`src/rtl/oflow_mem_buffer_addr_gen.sv`:
```
// oflow_mem_buffer_addr_gen
//   Address generator for a circular history buffer of frames. A write sweeps
//   the current frame's bbox pairs into slot wr_slot. A read sweeps all stored
//   history frames, newest first. Every output is registered.
//
// Ports
//   i_clk, i_reset_N             clock; synchronous active-high reset
//   i_start_write, i_start_read  one-cycle requests, honoured only in IDLE
//   i_frame_num                  frame serial number (0 restarts the history)
//   i_num_of_history_frames      buffer depth D (0 behaves as 1)
//   i_num_of_bbox_in_frame       bbox count N of the frame
//   o_frame_to_read              slot addressed this cycle
//   o_offset_0 / o_offset_1      bbox pair offsets (offset_1 = offset_0 + 1)
//   o_valid_0 / o_valid_1        lane qualifiers
//   o_we                         buffer write enable (WRITE only)
//   o_done_write / o_done_read   one-cycle completion pulses
//   o_busy                       not IDLE
//   o_counter_of_history_frame   stored frame count, saturating at D
module oflow_mem_buffer_addr_gen #(
    parameter int TOTAL_FRAME_NUM_WIDTH       = 8,
    parameter int NUM_OF_HISTORY_FRAMES_WIDTH = 3,
    parameter int NUM_OF_BBOX_IN_FRAME_WIDTH  = 6
) (
    input  logic                                   i_clk,
    input  logic                                   i_reset_N,
    input  logic                                   i_start_write,
    input  logic                                   i_start_read,
    input  logic [TOTAL_FRAME_NUM_WIDTH-1:0]       i_frame_num,
    input  logic [NUM_OF_HISTORY_FRAMES_WIDTH-1:0] i_num_of_history_frames,
    input  logic [NUM_OF_BBOX_IN_FRAME_WIDTH-1:0]  i_num_of_bbox_in_frame,
    output logic [NUM_OF_HISTORY_FRAMES_WIDTH-1:0] o_frame_to_read,
    output logic [NUM_OF_BBOX_IN_FRAME_WIDTH-1:0]  o_offset_0,
    output logic [NUM_OF_BBOX_IN_FRAME_WIDTH-1:0]  o_offset_1,
    output logic                                   o_valid_0,
    output logic                                   o_valid_1,
    output logic                                   o_we,
    output logic                                   o_done_write,
    output logic                                   o_done_read,
    output logic                                   o_busy,
    output logic [NUM_OF_HISTORY_FRAMES_WIDTH-1:0] o_counter_of_history_frame
);
    localparam int HW = NUM_OF_HISTORY_FRAMES_WIDTH;
    localparam int BW = NUM_OF_BBOX_IN_FRAME_WIDTH;

    typedef enum logic [2:0] {S_IDLE, S_WRITE, S_READ, S_DONE_W, S_DONE_R} state_t;

    state_t          r_state, w_state;
    logic [HW-1:0]   r_wr_slot, w_wr_slot;
    logic [HW-1:0]   r_hist, w_hist;
    logic [HW-1:0]   r_depth, w_depth;
    logic [HW-1:0]   r_frames_left, w_frames_left;
    logic [BW-1:0]   r_n, w_n;
    logic [HW-1:0]   r_slot, w_slot;
    logic [BW-1:0]   r_off, w_off;
    logic [BW-1:0]   r_off1, w_off1;
    logic            r_v0, w_v0, r_v1, w_v1, r_we, w_we;
    logic            r_done_w, w_done_w, r_done_r, w_done_r, r_busy, w_busy;

    // Helpers. Offset arithmetic is one bit wider so off+2/off+3 cannot wrap.
    logic [HW-1:0]   w_in_depth, w_frames, w_rd_start, w_prev_slot, w_wr_inc, w_hist_inc;
    logic [BW:0]     w_off_step, w_n_ext;
    logic            w_pair_last;

    assign w_in_depth  = (i_num_of_history_frames == '0) ? HW'(1) : i_num_of_history_frames;
    // Never visit more frames than the buffer can hold.
    assign w_frames    = (r_hist < w_in_depth) ? r_hist : w_in_depth;
    assign w_rd_start  = (r_wr_slot == '0) ? w_in_depth - HW'(1) : r_wr_slot - HW'(1);
    assign w_prev_slot = (r_slot == '0) ? r_depth - HW'(1) : r_slot - HW'(1);
    assign w_wr_inc    = (r_wr_slot >= r_depth - HW'(1)) ? '0 : r_wr_slot + HW'(1);
    assign w_hist_inc  = (r_hist >= r_depth) ? r_depth : r_hist + HW'(1);
    assign w_n_ext     = {1'b0, r_n};
    assign w_off_step  = {1'b0, r_off} + (BW+1)'(2);
    assign w_pair_last = (w_off_step >= w_n_ext);

    always_comb begin
        w_state       = r_state;
        w_wr_slot     = r_wr_slot;
        w_hist        = r_hist;
        w_depth       = r_depth;
        w_frames_left = r_frames_left;
        w_n           = r_n;
        w_slot        = '0;
        w_off         = '0;
        w_v0          = 1'b0;
        w_v1          = 1'b0;
        w_we          = 1'b0;
        w_done_w      = 1'b0;
        w_done_r      = 1'b0;
        case (r_state)
            S_IDLE: begin
                if (i_start_write) begin
                    w_state = S_WRITE;
                    w_n     = i_num_of_bbox_in_frame;
                    w_depth = w_in_depth;
                    if (i_frame_num == '0) begin
                        w_wr_slot = '0;
                        w_hist    = '0;
                    end
                    w_slot = w_wr_slot;
                    w_v0   = (i_num_of_bbox_in_frame != '0);
                    w_v1   = (i_num_of_bbox_in_frame > BW'(1));
                    w_we   = w_v0;
                end else if (i_start_read) begin
                    w_state       = S_READ;
                    w_n           = i_num_of_bbox_in_frame;
                    w_depth       = w_in_depth;
                    w_frames_left = w_frames;
                    w_slot        = w_rd_start;
                    w_v0          = (w_frames != '0) && (i_num_of_bbox_in_frame != '0);
                    w_v1          = (w_frames != '0) && (i_num_of_bbox_in_frame > BW'(1));
                end
            end
            S_WRITE: begin
                if (w_pair_last) begin
                    w_state   = S_DONE_W;
                    w_wr_slot = w_wr_inc;
                    w_hist    = w_hist_inc;
                    w_done_w  = 1'b1;
                end else begin
                    w_slot = r_slot;
                    w_off  = w_off_step[BW-1:0];
                    w_v0   = 1'b1;
                    w_v1   = (w_off_step + (BW+1)'(1)) < w_n_ext;
                    w_we   = 1'b1;
                end
            end
            S_READ: begin
                // An empty history still spends one cycle here before DONE_R.
                if ((r_frames_left == '0) || (w_pair_last && r_frames_left == HW'(1))) begin
                    w_state  = S_DONE_R;
                    w_done_r = 1'b1;
                end else if (w_pair_last) begin
                    w_frames_left = r_frames_left - HW'(1);
                    w_slot        = w_prev_slot;
                    w_v0          = (r_n != '0);
                    w_v1          = (r_n > BW'(1));
                end else begin
                    w_slot = r_slot;
                    w_off  = w_off_step[BW-1:0];
                    w_v0   = 1'b1;
                    w_v1   = (w_off_step + (BW+1)'(1)) < w_n_ext;
                end
            end
            S_DONE_W, S_DONE_R: w_state = S_IDLE;
            default:            w_state = S_IDLE;
        endcase
    end

    assign w_off1 = w_off + BW'(1);
    assign w_busy = (w_state != S_IDLE);

    always_ff @(posedge i_clk) begin
        if (i_reset_N) begin
            r_state       <= S_IDLE;
            r_wr_slot     <= '0;
            r_hist        <= '0;
            r_depth       <= '0;
            r_frames_left <= '0;
            r_n           <= '0;
            r_slot        <= '0;
            r_off         <= '0;
            r_off1        <= '0;
            r_v0          <= 1'b0;
            r_v1          <= 1'b0;
            r_we          <= 1'b0;
            r_done_w      <= 1'b0;
            r_done_r      <= 1'b0;
            r_busy        <= 1'b0;
        end else begin
            r_state       <= w_state;
            r_wr_slot     <= w_wr_slot;
            r_hist        <= w_hist;
            r_depth       <= w_depth;
            r_frames_left <= w_frames_left;
            r_n           <= w_n;
            r_slot        <= w_slot;
            r_off         <= w_off;
            r_off1        <= w_off1;
            r_v0          <= w_v0;
            r_v1          <= w_v1;
            r_we          <= w_we;
            r_done_w      <= w_done_w;
            r_done_r      <= w_done_r;
            r_busy        <= w_busy;
        end
    end

    assign o_frame_to_read            = r_slot;
    assign o_offset_0                 = r_off;
    assign o_offset_1                 = r_off1;
    assign o_valid_0                  = r_v0;
    assign o_valid_1                  = r_v1;
    assign o_we                       = r_we;
    assign o_done_write               = r_done_w;
    assign o_done_read                = r_done_r;
    assign o_busy                     = r_busy;
    assign o_counter_of_history_frame = r_hist;
endmodule
```
`config.mk`:
```
export PLATFORM = sky130hd
export DESIGN_NAME = oflow_mem_buffer_addr_gen
export DESIGN_NICKNAME = d
export VERILOG_FILES = /design/src/rtl/oflow_mem_buffer_addr_gen.sv
export SDC_FILE = /design/constraint.sdc
export NUM_CORES = 1
export LEC_CHECK = 0
export CORE_MARGIN = 3
export CORE_UTILIZATION = 45
export DETAILED_ROUTE_END_ITERATION = 12
export PLACE_DENSITY = 0.66
export SLEW_MARGIN = 30
export SYNTH_ARGS = -nofsm -noshare
export SYNTH_HDL_FRONTEND = slang
export SYNTH_SLANG_ARGS = --single-unit
```
`constraint.sdc`:
```
create_clock -name i_clk -period 6.3 [get_ports i_clk]
set_input_delay 1.89 -clock i_clk [delete_from_list [all_inputs] [get_ports i_clk]]
set_output_delay 1.89 -clock i_clk [all_outputs]
set_load 0.02 [all_outputs]
```
# After elaboration in Yosys (flattened, before gate mapping)
# Index checks and enable logic that the tools add are counted.
# totals
regBits	42
in_bits	21
out_inout_bits	24
word_cells	122
# classes
addsub	10
magnitude_cmp	7
n_eq_ne	11
n_mux	53
bitwise	2
n_reduce_logical	24
# op_table
operator	n
3-bit 2-to-1 mux	27
6-bit 2-to-1 mux	4
3-bit one-hot mux with 2 select lines	3
3-bit one-hot mux with 3 select lines	2
3-bit logical NOT	5
3-bit by 1-bit subtractor with 3-bit output (second input constant)	5
2-bit != test (second input constant)	7
1-bit 2-to-1 mux	13
6-bit by 1-bit greater-than comparator with 1-bit output (second input constant)	2
6-bit one-hot mux with 2 select lines	1
6-bit nonzero test	2
8-bit logical NOT	1
6-bit by 2-bit adder with 7-bit output (second input constant)	1
7-bit by 1-bit adder with 7-bit output (second input constant)	1
7-bit by 6-bit >= comparator with 1-bit output	1
7-bit by 6-bit < comparator with 1-bit output	1
3-bit by 1-bit adder with 3-bit output (second input constant)	2
6-bit by 1-bit adder with 6-bit output (second input constant)	1
3-bit by 1-bit equality test with 1-bit output (second input constant)	2
3-bit >= comparator	2
1-bit one-hot mux with 3 select lines	2
2-bit nonzero test	3
3-bit nonzero test	2
5-bit AND reduction	1
other kinds (11)	16

# Logic depth before layout (Yosys ltp)
# depth
ltp_word	9
mapped_depth	14
depth_no_buf	14

# Worst setup path before layout
# Ideal clock, no wire load.
# synth_path
path_kind	in2reg
startpoint	input i_num_of_history_frames[1]
endpoint	register r_v0 (netlist: o_valid_0)
setup_time_ns	0.124
arrival_ns	3.029
path_slack_ns	3.147
stages	8
n_path_buf	0
cell_sequence	inv_1 ha_1 o21a_1 o2bb2ai_1 mux2i_1 nand4b_1 nand3b_1 a31oi_1
# synth_between
elab_chain_cells	9
# synth_lines
element	line	rtl
from (decl)	29	input logic [NUM_OF_HISTORY_FRAMES_WIDTH-1:0] i_num_of_history_frames,
3-bit logical NOT	64	assign w_in_depth = (i_num_of_history_frames == '0) ? HW'(1) : i_num_of_history_frames;
3-bit 2-to-1 mux *	64	
3-bit < comparator	66	assign w_frames = (r_hist < w_in_depth) ? r_hist : w_in_depth;
3-bit 2-to-1 mux *	66	
3-bit nonzero test *	109	w_v0 = (w_frames != '0) && (i_num_of_bbox_in_frame != '0);
1-bit logical AND *	109	
1-bit 2-to-1 mux *	103	end else if (i_start_read) begin
1-bit 2-to-1 mux *	91	if (i_start_write) begin
1-bit one-hot mux with 3 select lines *	89	case (r_state)
to (signal assigned)	179	r_v0 <= w_v0;
to (decl)	56	logic r_v0, w_v0, r_v1, w_v1, r_we, w_we;
# Every way passes the cells marked *; elsewhere a longest branch is shown, timed or not.
# A chain may end at the register's enable or synchronous reset.

# Worst setup path after layout
# Ends and elaborated chain as after synthesis.

==> results.toml <==
[status]
status = "finished clean"

[hold_path]
hold_class = "flop to flop"
worstHoldStart = "r_frames_left[0]$_SDFFE_PP0P_"
min_path_cells = 2
hold_end = "r_frames_left[0]$_SDFFE_PP0P_"

[clocking]
clockBufferDepth = 2
cts_tree = "yes"
root_buffer = "clkbuf_8"
cts_buffers = 5
path_clk_slew_ps = 80
postCtsSetupBuffers = 0
numClockSinks = 42
post_cts_resized = 0
cts_hold_buf = 0
clk_latency_ps = 310
cts_max_level = 2

[timing]
setup_violations = 0
hold_violations = 0
relSlewSlack_pct = 57.4
drv_slew = 0
rsz0062_at_grt = "false"
fin_setup_tns_ps = 0
timing.final.crit_share_pct = 57.2
period_minus_slack_ps = 3610
tightest_slew_ps = 639
fmax_ghz = 0.277
fin_skew_ps = 8.13

[yosys]
synth_warnings = 0
synth_async_sr_flop_share_pct = 0
synth_cells = 312
syn-num-nets = 367
synth_area_per_cell_sq_um = 8.47
synth_top_flop_cell = "dfxtp_1"
syn-cell-area_sq_um = 2640
synth_enable_flop_cells = 0
ys_types = 47
ys_ff_latch = 42
yosysSeqAreaShare_pct = 31.8

[place]
gp_congestion = 0.848
dpl.hpwl_um = 4910
port_buffers = 44
place_area_sq_um = 3150

[routing]
drcViolationCount = 0
firstDrtPassIters = 4
final_antenna_net_count = 0
drt-vias-per-instance = 5.35
vias = 2302
routed_wl_um = 6220
wl_per_cell_um = 14.5
drt_iter0_drc = 137

[floorplan]
die-area_sq_um = 6830
die_w_um = 82.7
ioPinCount = 45
core_region_area_sq_um = 5610
die_h_um = 82.7
core.rowCount = 27
start_util_pct = 47.1

[global_route]
use_met1_pct = 26.9
grt_max_degree = 28
use_met3_pct = 3.90
antenna_found_initial = 0
grt_pass1_wl_um = 9970
grt_overflow = 0
use_met2_pct = 29.5
track_usage_pct = 19.1
first_global_vias = 2073
grt-busiest-layer = "met2"

[final_layout]
layout-drive-gt1-share_pct = 4.47
antenna_cells = 0
syn_to_final_growth_pct = 22.3
final_area_sq_um = 3230
fillers = 543
layout_common_cells = "43 x clkdlybuf4s50_1, 42 x dfxtp_1, 41 x nor2_1"
layout_commonest_cell = "clkdlybuf4s50_1"
fin_nets = 412

[critical_path]
worstPathRequired_ps = 6490
crit_path_start_kind = "input port"
worstRegToRegCells = 12
r2r_end = "o_offset_1[2]$_SDFF_PP0_"
worstPathArrival_ps = 3800
critical_path_class = "input port to flop"
rrSetupSlack_ps = 3180
critPathMaxFanout = 5
cp-end-kind = "flop"
r2r_start = "o_offset_0[1]$_SDFF_PP0_"

[flow_run]
max-cap-violations = 0

[pwr]
p_sw_w = 0.000254
power_w = 0.000721
power_frac_comb_pct = 32.8
ir_worst_vdd_v = 0.000119
p_per_area_nw_per_um2 = 223
p_seq_share_pct = 42.3
p_clk_share_pct = 24.9
switching_share_pct = 35.2
cellLeakagePower_nw = 1.37
p_int_w = 0.000467
-- how the worst max path moves through the flow --
| stage | startpoint | end | slack [ps] | depth (start not counted) |
|---|---|---|---|---|
| 6_report | i_num_of_history_frames[1] | o_valid_0$_SDFF_PP0_ | 2690 | 9 |
| 3_3_place_gp | i_num_of_history_frames[1] | o_valid_0$_SDFF_PP0_ | 2430 | 9 |
| 4_1_cts | i_num_of_history_frames[1] | o_valid_0$_SDFF_PP0_ | 2700 | 9 |
| 3_5_place_dp | i_num_of_history_frames[1] | o_valid_0$_SDFF_PP0_ | 2380 | 9 |
| 5_1_grt | i_num_of_history_frames[1] | o_valid_0$_SDFF_PP0_ | 2580 | 9 |
| 2_1_floorplan | i_num_of_history_frames[1] | o_valid_0$_SDFF_PP0_ | 3150 | 8 |
-- power groups by stage --
stage               Combinational, W  Clock (W)  Sequential [W]
detailed placement          0.000234          0        0.000311
global placement            0.000231          0        0.000311
finish                      0.000237   0.000179        0.000305
CTS                         0.000236   0.000180        0.000305
floorplan                   0.000152          0        0.000317
global route                0.000263   0.000192        0.000308
-- logic make-up after synthesis --
group	after synthesis	synth area share [%]
buf+inv	33	4.78
simple gates	110	20.8
flops	42	31.8
mux	16	6.10
fa+ha+maj	34	16.1
xor+xnor	10	3.31
compound gates	67	17.1
-- flip-flops by register name, summed over array words and instances, names as in the netlist, 3 cells and up --
signal and flops:
r_wr_slot 3, o_frame_to_read 3, o_counter_of_history_frame 3, r_frames_left 3, r_n 6, r_state 3
r_depth 3, o_offset_0 6, o_offset_1 6
-- cell usage after synthesis, types with 3 or more instances --
master	instances	share of area, %
o21ai_1	5	0.95
o21ai_0	9	1.7
or3_1	3	0.71
a31oi_1	5	1.2
nand2b_1	8	1.9
nand3b_1	6	1.7
nand3_1	8	1.5
dfxtp_1	42	32
nor2b_1	4	0.95
inv_1	27	3.8
nand2_1	14	2.0
nor3_1	13	2.5
o21a_1	3	0.85
mux2i_1	15	5.7
ha_1	34	16
nor2_1	41	5.8
clkbuf_1	4	0.57
o22ai_1	5	1.2
xnor2_1	8	2.7
a21o_1	5	1.4
a21oi_1	20	3.8
-- layer usage --
| layer | wire [um] | vias to the layer above |
|---|---|---|
| met1 | 3150 | 1059 |
| met5 | 0 | - |
| met3 | 248 | 8 |
| li1 | - | 1191 |
| met4 | 84 | 0 |
| met2 | 2740 | 44 |
-- area by class of cell --
cell class	instances	area [sq um]	share of cell area (%)
clock buffers	5	68.8	2.13
clock inverters	3	21.3	0.658
inverters	27	101	3.13
multi-input cells	237	1680	51.8
flip-flops and latches	42	841	26.0
well taps	72	90.1	2.79
repair buffers	44	435	13.5
-- critical path: stages --
cell and delay (ps):
clkdlybuf4s50_1 590, inv_1 70, ha_1 290, o21a_1 180
o2bb2ai_1 170, mux2i_1 250, nand4b_1 150, nand3b_1 120
a31oi_1 90
-- per-stage QoR --
step	setup WS [ps]	utilization, %	std cells	hold WS [ps]
3_3_place_gp	2430	56.2	422	474
3_5_place_dp	2380	56.2	422	486
4_1_cts	2700	57.8	430	504
5_1_grt	2580	57.7	430	526
6_report	2690	57.7	430	501
2_1_floorplan	3150	-	312	460
(Power assumes the default switching activity.)
